<file path="config.mk">
export PLATFORM = sky130hd
export DESIGN_NAME = digitron_scan_display
export DESIGN_NICKNAME = d
export VERILOG_FILES = /design/src/rtl/digitron_scan_display.sv
export SDC_FILE = /design/constraint.sdc
export NUM_CORES = 1
export LEC_CHECK = 0
export ABC_AREA = 1
export CORE_UTILIZATION = 23
export CTS_BUF_LIST = sky130_fd_sc_hd__clkbuf_4 sky130_fd_sc_hd__clkbuf_8 sky130_fd_sc_hd__clkbuf_16
export DETAILED_ROUTE_END_ITERATION = 12
export GPL_TIMING_DRIVEN = 0
export RECOVER_POWER = 50
export SLEW_MARGIN = 20
export SYNTH_ARGS = -nofsm -noshare
export SYNTH_HDL_FRONTEND = slang
export SYNTH_SLANG_ARGS = --single-unit
export TNS_END_PERCENT = 5
</file>
<file path="constraint.sdc">
create_clock -name CLK -period 5.8 [get_ports CLK]
set_input_delay 1.16 -clock CLK [delete_from_list [all_inputs] [get_ports CLK]]
set_output_delay 1.16 -clock CLK [all_outputs]
set_load 0.03 [all_outputs]
</file>
<file path="src/rtl/digitron_scan_display.sv">
// Time-multiplexed common-cathode 7-segment driver for DIGITS digits; data committed only at frame boundaries.
// Latency: load to visible within DIGITS*SCAN_DIV clocks (1 clock when load hits the boundary cycle).
// Backpressure: none; load is a strobe and last load before a boundary wins. Optional: DIGITRON_BLANK_LZ_EN.
module digitron_scan_display #(
  parameter int DIGITS   = 4,
  parameter int SCAN_DIV = 50000
) (
  input  logic                  CLK,
  input  logic                  RST,
  input  logic                  load,
  input  logic [4*DIGITS-1:0]   data,
  input  logic [DIGITS-1:0]     dp,
  output logic [7:0]            Digitron_Out,
  output logic [DIGITS-1:0]     DigitronCS_Out,
  output logic                  frame_tick
);

  localparam int CW = (SCAN_DIV > 1) ? $clog2(SCAN_DIV) : 1;
  localparam int IW = (DIGITS > 1) ? $clog2(DIGITS) : 1;
  localparam logic [CW-1:0] CNT_MAX = CW'(SCAN_DIV - 1);
  localparam logic [IW-1:0] IDX_MAX = IW'(DIGITS - 1);

  logic [CW-1:0]       cnt;
  logic [IW-1:0]       idx;
  logic [4*DIGITS-1:0] pdata;
  logic [DIGITS-1:0]   pdp;
  logic                pend;
  logic [4*DIGITS-1:0] ddata;
  logic [DIGITS-1:0]   ddp;

  logic                tc;
  logic                boundary;
  logic [IW-1:0]       idx_nxt;
  logic [4*DIGITS-1:0] ddata_nxt;
  logic [DIGITS-1:0]   ddp_nxt;
  logic [3:0]          nib;
  logic                blank;
  logic [6:0]          seg7;

  function automatic logic [6:0] seg_decode(input logic [3:0] n);
    case (n)
      4'h0: seg_decode = 7'h3F;
      4'h1: seg_decode = 7'h06;
      4'h2: seg_decode = 7'h5B;
      4'h3: seg_decode = 7'h4F;
      4'h4: seg_decode = 7'h66;
      4'h5: seg_decode = 7'h6D;
      4'h6: seg_decode = 7'h7D;
      4'h7: seg_decode = 7'h07;
      4'h8: seg_decode = 7'h7F;
      4'h9: seg_decode = 7'h6F;
      4'hA: seg_decode = 7'h77;
      4'hB: seg_decode = 7'h7C;
      4'hC: seg_decode = 7'h39;
      4'hD: seg_decode = 7'h5E;
      4'hE: seg_decode = 7'h79;
      4'hF: seg_decode = 7'h71;
    endcase
  endfunction

  // Scan control and the display contents/segments that become visible on the next terminal count.
  // Segments are decoded from the post-commit display value so select and segments change together.
  always_comb begin
    tc        = (cnt == CNT_MAX);
    boundary  = tc && (idx == IDX_MAX);
    idx_nxt   = (idx == IDX_MAX) ? '0 : idx + IW'(1);
    ddata_nxt = ddata;
    ddp_nxt   = ddp;
    if (boundary) begin
      if (load) begin
        ddata_nxt = data;
        ddp_nxt   = dp;
      end else if (pend) begin
        ddata_nxt = pdata;
        ddp_nxt   = pdp;
      end
    end
    nib = ddata_nxt[{idx_nxt, 2'b00} +: 4];
`ifdef DIGITRON_BLANK_LZ_EN
    // A digit above 0 goes dark when it and every more-significant digit are zero.
    blank = (idx_nxt != '0) && ((ddata_nxt >> {idx_nxt, 2'b00}) == '0);
`else
    blank = 1'b0;
`endif
    seg7 = blank ? 7'h00 : seg_decode(nib);
  end

  // Prescaler and digit index; idx starts at the last digit so the first terminal count is a frame boundary.
  always_ff @(posedge CLK or posedge RST) begin
    if (RST) begin
      cnt <= '0;
      idx <= IDX_MAX;
    end else begin
      cnt <= tc ? '0 : cnt + CW'(1);
      if (tc) idx <= idx_nxt;
    end
  end

  // Pending and display storage; a boundary always consumes the pending slot.
  always_ff @(posedge CLK or posedge RST) begin
    if (RST) begin
      pdata <= '0;
      pdp   <= '0;
      pend  <= 1'b0;
      ddata <= '0;
      ddp   <= '0;
    end else begin
      if (load) begin
        pdata <= data;
        pdp   <= dp;
      end
      if (boundary)  pend <= 1'b0;
      else if (load) pend <= 1'b1;
      ddata <= ddata_nxt;
      ddp   <= ddp_nxt;
    end
  end

  // Registered pin drivers; segments and select update only on the terminal-count edge.
  always_ff @(posedge CLK or posedge RST) begin
    if (RST) begin
      Digitron_Out   <= 8'h00;
      DigitronCS_Out <= '1;
      frame_tick     <= 1'b0;
    end else begin
      frame_tick <= boundary;
      if (tc) begin
        Digitron_Out   <= {ddp_nxt[idx_nxt], seg7};
        DigitronCS_Out <= ~(DIGITS'(1) << idx_nxt);
      end
    end
  end

endmodule
</file>
==> results of run 1 <==
==> routing by layer <==
layer  up-vias  track usage, %  part of all wire (%)
met5         -               0                     0
met4         0           5.619                   2.2
met3        14           2.759                   3.8
met2        53           18.09                    45
met1      1521           14.59                    49
li1       1727               -                     -
==> Yosys cell counts, types with 3 or more instances <==
| master | n | area [um2] |
|---|---|---|
| a21oi_1 | 23 | 115.1 |
| o21ai_0 | 37 | 185.2 |
| nand2_2 | 5 | 31.28 |
| nor2_4 | 3 | 33.78 |
| ha_1 | 13 | 162.7 |
| nand3_2 | 5 | 50.05 |
| clkbuf_1 | 7 | 26.28 |
| o21ai_1 | 4 | 20.02 |
| nand2_1 | 164 | 615.6 |
| buf_2 | 5 | 25.02 |
| nor2_2 | 3 | 18.77 |
| dfstp_2 | 6 | 157.7 |
| inv_1 | 60 | 225.2 |
| inv_2 | 4 | 15.01 |
| nand3_1 | 37 | 185.2 |
| nor2_1 | 50 | 187.7 |
| a21boi_0 | 7 | 52.55 |
| dfrtp_1 | 66 | 1652 |
==> power by group through the flow <==
stage	Combinational [mW]	Clock (mW)	Sequential [mW]
6_report	0.0625	0.564	0.521
2_1_floorplan	0.0357	0	0.528
3_5_place_dp	0.0651	0	0.529
4_1_cts	0.0651	0.578	0.520
3_3_place_gp	0.0614	0	0.529
5_1_grt	0.0721	0.599	0.521
==> logic make-up after synthesis <==
| logic type | count (synthesis) | synth area share, % |
|---|---|---|
| compound gates | 77 | 10.59 |
| xor+xnor | 1 | 0.2221 |
| flops | 72 | 45.86 |
| buf+inv | 80 | 7.992 |
| simple gates | 277 | 31.21 |
| fa+ha+maj | 13 | 4.123 |
==> layout make-up <==
cell class                 instances  area share [%]
multi-input combinational        368           37.01
buffer                            13           1.253
tap                              220           5.627
inverter                          67           5.192
timing repair buffer              36           7.724
sequential                        72           36.98
clock inverter                     3          0.8696
clock buffer                      13           5.345
==> state kept, by name, summed over array words and instances, names as in the netlist <==
name and flops:
pend 1, cnt 16, ddata 16, DigitronCS_Out 4
pdata 16, frame_tick 1, Digitron_Out 8, pdp 4
idx 2, ddp 4
==> critical path, cell delays in order <==
cell	delay (ps)
clkdlybuf4s50_1	480
buf_2	220
buf_2	270
nand2_1	110
o21ai_0	90
nand2_1	90
nand3_1	70
nand3_1	80
nand2_2	140
inv_1	100
ha_1	270
inv_1	50
nand2_1	70
nand2_1	70
nand2_1	50
nand2_1	50
nand2_1	50
==> metrics by stage <==
| stage | cell area (um2) | hold slack, ps | setup WS, ps | std cells |
|---|---|---|---|---|
| final | 4892 | 466.3 | 2594 | 792 |
| after CTS | 4905 | 470.3 | 2553 | 792 |
| after global routing | 4892 | 486.9 | 2389 | 792 |
| after floorplan | 3945 | 432.9 | 2825 | 520 |
| after detailed placement | 4601 | 456.0 | 2204 | 776 |
| after global placement | 4571 | 449.2 | 1434 | 775 |
==> how the worst max path moves through the flow <==
stage                       to  from  slack (ps)  cells past startpoint
2_1_floorplan  Digitron_Out[0]   RST        2830                      1
3_3_place_gp   Digitron_Out[4]   RST        1430                      2
3_5_place_dp   Digitron_Out[1]  load        2200                     17
4_1_cts        Digitron_Out[1]  load        2550                     17
5_1_grt        Digitron_Out[1]  load        2390                     17
6_report       Digitron_Out[1]  load        2590                     17
==> metrics.md, run 1 <==
| Metric | Value |
|---|---|
| Switching share of power | `21.42%` |
| Crit Path Category | `in -> reg` |
| CP Launch Type | `primary input` |
| Yosys warns | `0` |
| # nets final | `603` |
| Leak pwr | `2.339 nW` |
| Gate count of the mapped netlist | `520` |
| Async SR Flop Fraction | `100.0%` |
| Post-CTS Setup Bufs | `0` |
| Clock sinks | `72` |
| Hold buffer count at CTS | `0` |
| Fmax | `311.9 MHz` |
| Internal power | `roughly 900 uW` |
| Slew Limit Fails | `0` |
| Post-synthesis cell type count | `32` |
| Reg-to-reg startpoint | `idx[0]` |
| CP Max Fanout | `10` |
| Share of layout cells above drive strength 1 | `9.441%` |
| CTS Buf Count | `9` |
| Max-cap violation count | `0` |
| Vias per inst | `4.186` |
| Hold path depth | `1` |
| Post-route ant nets | `0` |
| Hold Path Sink | `cnt[0]` |
| Mapped Nets | `between 500 and 600` |
| Area occupied by multi-input gates | `1810 um2` |
| First-pass GRT wire length | `15,840 um` |
| DRC viols | `0` |
| Setup TNS | `0 ps` |
| Register Area | `between 1500 and 2000 um2` |
| Clock share of power | `49.2%` |
| Core region area | `16,640 um2` |
| Combinational Power Share | `approximately 5.5%` |
| Final setup fails | `0` |
| Commonest non-fill, non-tap cells in the layout | `nand2_1, dfrtp_1, inv_1` |
| Syn avg cell area | `7.587 um2` |
| Req. time, crit path | `about 6000 ps` |
| Final Util | `between 20% and 30%` |
| Net Sw Power | `245.7 uW` |
| Pwr Density | `234.4 nW/um2` |
| Status | `finished clean` |
| GRT Overall Usage | `11.45%` |
| RSZ-0062 raised after global routing | `false` |
| R2r setup slk | `2990 ps` |
| Antenna violations before repair | `0` |
| Gr ovfl total | `0` |
| Largest net degree at the start of global routing | `55` |
| Final WL | `9315 um` |
| HPWL after DPL | `~6900 um` |
| EDFF count, synth | `0` |
| First-iteration detailed-routing DRC count | `175` |
| Fillcell total | `1,777` |
| Clk buf depth | `2` |
| Initial Utilization | `between 20% and 30%` |
| Row count | `47` |
| Main synth FF type | `dfrtp_1` |
| Count of state elements after synthesis | `72` |
| Top Ports | `36` |
| Die extent in y | `133.0 um` |
| Hold wc startpoint | `cnt[0]` |
| Reg2Reg Depth | `17` |
| Routability Congestion | `~0.78` |
| Die area | `17,680 um2` |
| Synthesized cell area | `3945 um2` |
| Initial DRT Pass Iterations | `4` |
| Overall power after layout | `1.147 mW` |
| Worst vdd ir | `133.4 uV` |
| Port bufs | `35` |
| Reg-to-reg endpoint | `Digitron_Out[1]` |
| CTS resizes | `0` |
| CTS clk-pin slew, worst paths | `roughly 50 ps` |
| Clk_skew | `8.187 ps` |
| Wire length per cell | `roughly 12 um` |
| Clk root buf | `clkbuf_16` |
| Element type at the critical path end | `flip-flop` |
| Min-Delay Path Class | `reg -> reg` |
| Hold Violations, Final | `0` |
| Number of global-route vias before repair | `3,272` |
| CTS tree | `yes` |
| Area delta synth->final | `24.01%` |
| Period minus WS final | `approximately 3200 ps` |
| Ant. Diodes | `0` |
| Die W | `between 100 and 150 um` |
| Max-Slew Margin vs Limit | `36.35%` |
| H-tree depth | `3` |
| Vias | `3,315` |
| Worst-Margin Slew | `949.6 ps` |
| Clock latency on the worst-skew pair | `~340 ps` |
| Sequential power share | `around 45%` |
| Commonest non-fill, non-tap cell in the layout | `nand2_1` |
| Register area share after synthesis | `45.86%` |
| Fin crit share | `55.28%` |
| Worst EP arrival | `3430 ps` |
Note: power is estimated with default switching activity, not from simulation.
==> run 2, diff against run 1 <==
==> constraint.sdc (replaced) <==
create_clock -name CLK -period 2.7 [get_ports CLK]
set_input_delay 0.54 -clock CLK [delete_from_list [all_inputs] [get_ports CLK]]
set_output_delay 0.54 -clock CLK [all_outputs]
set_load 0.03 [all_outputs]
==> metrics.md, run 2 (same netlist as run 1, synthesis figures left out) <==
| Metric | Value |
|---|---|
| CP Launch Type | `primary input` |
| Die W | `133.0 um (unchanged)` |
| Clk buf depth | `2 (unchanged)` |
| Top Usage Layer GRT | `met2` |
| Fin cells | `794 (+0.25%)` |
| First-pass GRT wire length | `15,840 um (unchanged)` |
| Antenna violations before repair | `0 (unchanged)` |
| Period minus WS final | `around 2500 ps` |
| DRC viols | `0 (unchanged)` |
| Clock latency on the worst-skew pair | `340 ps (about the same)` |
| Vias | `3,328 (+0.39%)` |
| Routability Congestion | `0.7772 (unchanged)` |
| First-iteration detailed-routing DRC count | `185 (+5.7%)` |
| Status | `finished clean` |
| Worst EP arrival | `2720 ps (-710 ps)` |
| Commonest non-fill, non-tap cell in the layout | `nand2_1` |
| CTS clk-pin slew, worst paths | `50 ps (about the same)` |
| Final Util | `29.58% (+0.18 points)` |
| CP Max Fanout | `10 (unchanged)` |
| Final WS setup | `200.1 ps (-2394 ps)` |
| GRT Overall Usage | `11.45% (unchanged)` |
| Row count | `47 (unchanged)` |
| Wire length per cell | `11.84 um (+0.66%)` |
| Vias per inst | `4.191 (+0.14%)` |
| H-tree depth | `3 (unchanged)` |
| Crit Path Category | `in -> reg` |
| Leak pwr | `2.336 nW (-0.12%)` |
| Min-Delay Path Class | `reg -> reg` |
| HPWL after DPL | `6926 um (unchanged)` |
| Core region area | `16,640 um2 (unchanged)` |
| Area delta synth->final | `24.77%` |
| Fmax | `400.0 MHz` |
| Max-cap violation count | `0 (unchanged)` |
| Placed cells | `776 (unchanged)` |
| Initial DRT Pass Iterations | `5 (+1)` |
| Clk root buf | `clkbuf_16` |
| Clock sinks | `72 (unchanged)` |
| Max-Slew Margin vs Limit | `43.32% (+7.0 points)` |
| Pwr Density | `499.5 nW/um2 (+110%)` |
| Die area | `17,680 um2 (unchanged)` |
| Ant. Diodes | `0 (unchanged)` |
| Final WL | `9400 um (+0.91%)` |
| Top Ports | `36 (unchanged)` |
| Final setup fails | `0 (unchanged)` |
| Overall power after layout | `2.459 mW (+110%)` |
| GR Util met2 | `18.09% (unchanged)` |
| Commonest non-fill, non-tap cells in the layout | `nand2_1, dfrtp_1, inv_1` |
| Met1 Use GR | `14.59% (unchanged)` |
| Clk_skew | `8.352 ps (+0.1651 ps)` |
| Hold Violations, Final | `0 (unchanged)` |
| Met3 usage | `2.759% (unchanged)` |
| CTS tree | `yes` |
| Slew Limit Fails | `0 (unchanged)` |
| Die extent in y | `133.0 um (unchanged)` |
| Largest net degree at the start of global routing | `55 (unchanged)` |
| Gr ovfl total | `0 (unchanged)` |
| Initial Utilization | `23.70% (unchanged)` |
| Post-route ant nets | `0 (unchanged)` |
| DP Worst Slack | `-276.1 ps (-2480 ps)` |
| Worst vdd ir | `285.6 uV (+110%)` |
| Top Registers | `cnt: 16 flops, ddata: 16 flops, pdata: 16 flops` |
| Share of layout cells above drive strength 1 | `11.15% (+1.7 points)` |
| Port bufs | `35 (unchanged)` |
| Number of global-route vias before repair | `3,272 (unchanged)` |
| Element type at the critical path end | `flip-flop` |
| Fin crit share | `92.59%` |
| Worst-Margin Slew | `845.5 ps (-104.1 ps)` |
| CTS Buf Count | `9 (unchanged)` |
| Req. time, crit path | `2920 ps (-3100 ps)` |
| # nets final | `605 (+0.33%)` |
## run 2: cell types whose count changed in the layout (fill, tap and decap cells not counted), sizes merged
cell / before / now
clkbuf: 21 / 23
clkinvlp: 2 / 3
clkinv: 4 / 3
buf: 6 / 5
nand3: 44 / 45
## run 2: metal layers
layer	vias to the layer above	part of all wire, %
li1	1738	-
met1	1529	48
met2	48	46
met3	13	3.2
met4	0	2.2
met5	-	0
## run 2: area by class of cell
type	instances	area [um2]
fill	1772	11720
multi-input combinational	369	1841
sequential	72	1809
timing repair buffer	37	365.4
tap	220	275.3
clock buffer	13	261.5
inverter	67	257.7
buffer	13	70.07
clock inverter	3	42.54
## run 2: where the power goes
group	internal, mW	switching, mW	total [mW]	leakage, nW
registers	1.11	0.0116	1.12	0.830
logic	0.0565	0.0739	0.130	1.36
clock network	0.770	0.440	1.21	0.150
## run 2: worst paths after layout
path                        start              end  depth (start not counted)  slack [ps]
setup / recovery             load  Digitron_Out[1]                         17         200
hold / removal             cnt[0]           cnt[0]                          1         470
setup reg to reg           idx[0]  Digitron_Out[1]                         17         220
hold reg to reg            cnt[0]           cnt[0]                          1         470
max in group asynchronous     RST  Digitron_Out[1]                          3         680
min in group asynchronous     RST           cnt[1]                          2         780
## run 2: repair_timing
action / 4_1_cts / 5_1_grt
hold buffers: 0 / 0
resized for setup: 0 / 10
hold endpoints to repair: 0 / 0
setup buffers: 0 / 1
setup endpoints to repair: 0 / 7
## run 2: critical path, cell delays in order
cell and delay, ps:
clkdlybuf4s50_1 480, buf_2 220, clkbuf_4 250, nand2_1 90, o21ai_0 80, nand2_1 90, nand3_1 70, nand3_1 80
nand2_2 140, inv_2 70, ha_1 260, inv_1 50, nand2_1 70, nand2_1 70, nand2_1 50, nand2_1 50
nand2_1 50
## run 2: per-stage QoR
stage / setup TNS, ps / instance area (um2) / hold slack (ps)
after floorplan: 0 / 3945 / 432.9
after global placement: -71690 / 4571 / 449.2
after detailed placement: -1398 / 4601 / 456.0
after CTS: 0 / 4905 / 470.3
after global routing: -38.07 / 4922 / 486.9
final: 0 / 4922 / 466.0
==> run 3, diff against run 2 <==
--- a/config.mk
+++ b/config.mk
@@ -9,7 +9,6 @@
 export CORE_UTILIZATION = 23
 export CTS_BUF_LIST = sky130_fd_sc_hd__clkbuf_4 sky130_fd_sc_hd__clkbuf_8 sky130_fd_sc_hd__clkbuf_16
 export DETAILED_ROUTE_END_ITERATION = 12
-export GPL_TIMING_DRIVEN = 0
 export RECOVER_POWER = 50
 export SLEW_MARGIN = 20
 export SYNTH_ARGS = -nofsm -noshare
==> metrics.md, run 3 (same netlist as run 1, synthesis figures left out) <==
| Metric | Value |
|---|---|
| Crit Path Category | `in -> reg` |
| Routability Congestion | `0.7951 (+2.3%)` |
| Top Registers | `cnt: 16 flops, ddata: 16 flops, pdata: 16 flops` |
| Final setup fails | `0 (unchanged)` |
| Fin cells | `796 (+0.25%)` |
| Final Util | `29.70% (+0.13 points)` |
| Hold Violations, Final | `0 (unchanged)` |
| Commonest non-fill, non-tap cell in the layout | `nand2_1` |
| Number of global-route vias before repair | `3,347 (+2.3%)` |
| Setup TNS | `0 ps (unchanged)` |
| Hold buffer count at CTS | `0 (unchanged)` |
| Worst-Margin Slew | `906.6 ps (+61.10 ps)` |
| Commonest non-fill, non-tap cells in the layout | `nand2_1, dfrtp_1, inv_1` |
| Die area | `17,680 um2 (unchanged)` |
| Top Ports | `36 (unchanged)` |
| Max-cap violation count | `0 (unchanged)` |
| HPWL after DPL | `7089 um (+2.4%)` |
| Slew Limit Fails | `0 (unchanged)` |
| CTS tree | `yes` |
| Row count | `47 (unchanged)` |
| Placed cells | `780 (+0.52%)` |
| DRC viols | `0 (unchanged)` |
| Status | `finished clean` |
| Die extent in y | `133.0 um (unchanged)` |
| RSZ-0062 raised after global routing | `false` |
| GRT Overall Usage | `12.08% (+0.63 points)` |
| Clk buf depth | `2 (unchanged)` |
| Period minus WS final | `2377 ps (-123.2 ps)` |
| Vias | `3,356 (+0.84%)` |
| First-iteration detailed-routing DRC count | `167 (-9.7%)` |
| Share of layout cells above drive strength 1 | `11.81% (+0.66 points)` |
| Clock latency on the worst-skew pair | `350 ps (about the same)` |
| Fin crit share | `88.03% (-4.6 points)` |
| Initial DRT Pass Iterations | `5 (unchanged)` |
| CTS clk-pin slew, worst paths | `60 ps (about the same)` |
| CP Launch Type | `primary input` |
| H-tree depth | `3 (unchanged)` |
| Ant. Diodes | `0 (unchanged)` |
| Area delta synth->final | `25.31%` |
| Max-Slew Margin vs Limit | `39.49% (-3.8 points)` |
| First-pass GRT wire length | `16,590 um (+4.7%)` |
| Clk root buf | `clkbuf_16` |
| Worst EP arrival | `2600 ps (-120 ps)` |
| Vias per inst | `4.216 (+0.59%)` |
| Hold WS | `470.6 ps (+4.559 ps)` |
| Fmax | `420.8 MHz (+5.2%)` |
| Clock sinks | `72 (unchanged)` |
| Min-Delay Path Class | `reg -> reg` |
| Largest net degree at the start of global routing | `28 (-49%)` |
| Post-route ant nets | `0 (unchanged)` |
| R2r setup slk | `330 ps (+110 ps)` |
| CTS resizes | `0 (unchanged)` |
| Core region area | `16,640 um2 (unchanged)` |
| Post-CTS Setup Bufs | `0 (unchanged)` |
| Wire length per cell | `11.96 um (+1.0%)` |
| Gr ovfl total | `0 (unchanged)` |
| Req. time, crit path | `2920 ps (about the same)` |
| Die W | `133.0 um (unchanged)` |
| Element type at the critical path end | `flip-flop` |
| # nets final | `607 (+0.33%)` |
| CP Max Fanout | `6 (-4)` |
| Antenna violations before repair | `0 (unchanged)` |
| Clk_skew | `4.958 ps (-3.394 ps)` |
| Worst vdd ir | `233.5 uV (-18%)` |
| CTS Buf Count | `9 (unchanged)` |
| Initial Utilization | `23.70% (unchanged)` |
| Pwr Density | `493.8 nW/um2 (-1.1%)` |
| Leak pwr | `2.366 nW (+1.3%)` |
| Final WL | `9519 um (+1.3%)` |
| Port bufs | `35 (unchanged)` |
## run 3: cell count changes in the layout (fill, tap and decap cells not counted), sizes merged
cell | before | now
inv | 63 | 64
clkinvlp | 3 | 2
clkbuf | 23 | 14
buf | 5 | 14
nand3 | 45 | 44
clkinv | 3 | 6
## run 3: metrics by stage
stage	cell area [um2]	power, mW	worst slack (ps)
3_5_place_dp	4668	1.281	9.281
4_1_cts	4961	2.481	151.5
3_3_place_gp	4668	1.279	39.83
2_1_floorplan	3945	1.210	345.0
6_report	4943	2.441	323.3
5_1_grt	4943	2.545	0.8387
## run 3: metal layers
metal	part of all wire, %	GRT usage [%]	vias to the layer above	wire [um]
li1	-	-	1734	-
met1	48	15.15	1559	4609
met2	46	19.66	49	4417
met3	3.7	3.640	14	351
met4	1.5	4.087	0	141
met5	0	0	-	0
## run 3: final timing paths
| check | from | cells after the start | to |
|---|---|---|---|
| setup reg to reg | cnt[0] | 16 | Digitron_Out[3] |
| max in group asynchronous | RST | 3 | Digitron_Out[1] |
| hold / removal | pdata[6] | 2 | pdata[6] |
| setup / recovery | load | 14 | Digitron_Out[2] |
| min in group asynchronous | RST | 2 | pdata[15] |
| hold reg to reg | pdata[6] | 2 | pdata[6] |
## run 3: final cells by class
type	instances	area, um2
Fill cell	1790	11700
Multi-Input combinational cell	368	1838
Sequential cell	72	1809
Timing Repair Buffer	53	473.0
Tap cell	220	275.3
Inverter	67	255.2
Clock buffer	10	232.7
Clock inverter	6	60.06
## run 3: critical path: stages
cell and delay [ps]:
clkdlybuf4s50_1 490, clkinv_1 180, buf_4 200, nor2_1 120
a21oi_1 50, nand2_1 80, nand3_1 70, nand3_1 70
nand2_1 130, inv_1 160, ha_1 160, inv_1 40
o21ai_0 220, a21oi_1 100
## run 3: power by group
part	switching [mW]	total (mW)	leakage, nW	internal (mW)
logic	0.0739	0.133	1.39	0.0588
registers	0.0118	1.12	0.830	1.11
clock network	0.471	1.19	0.142	0.720
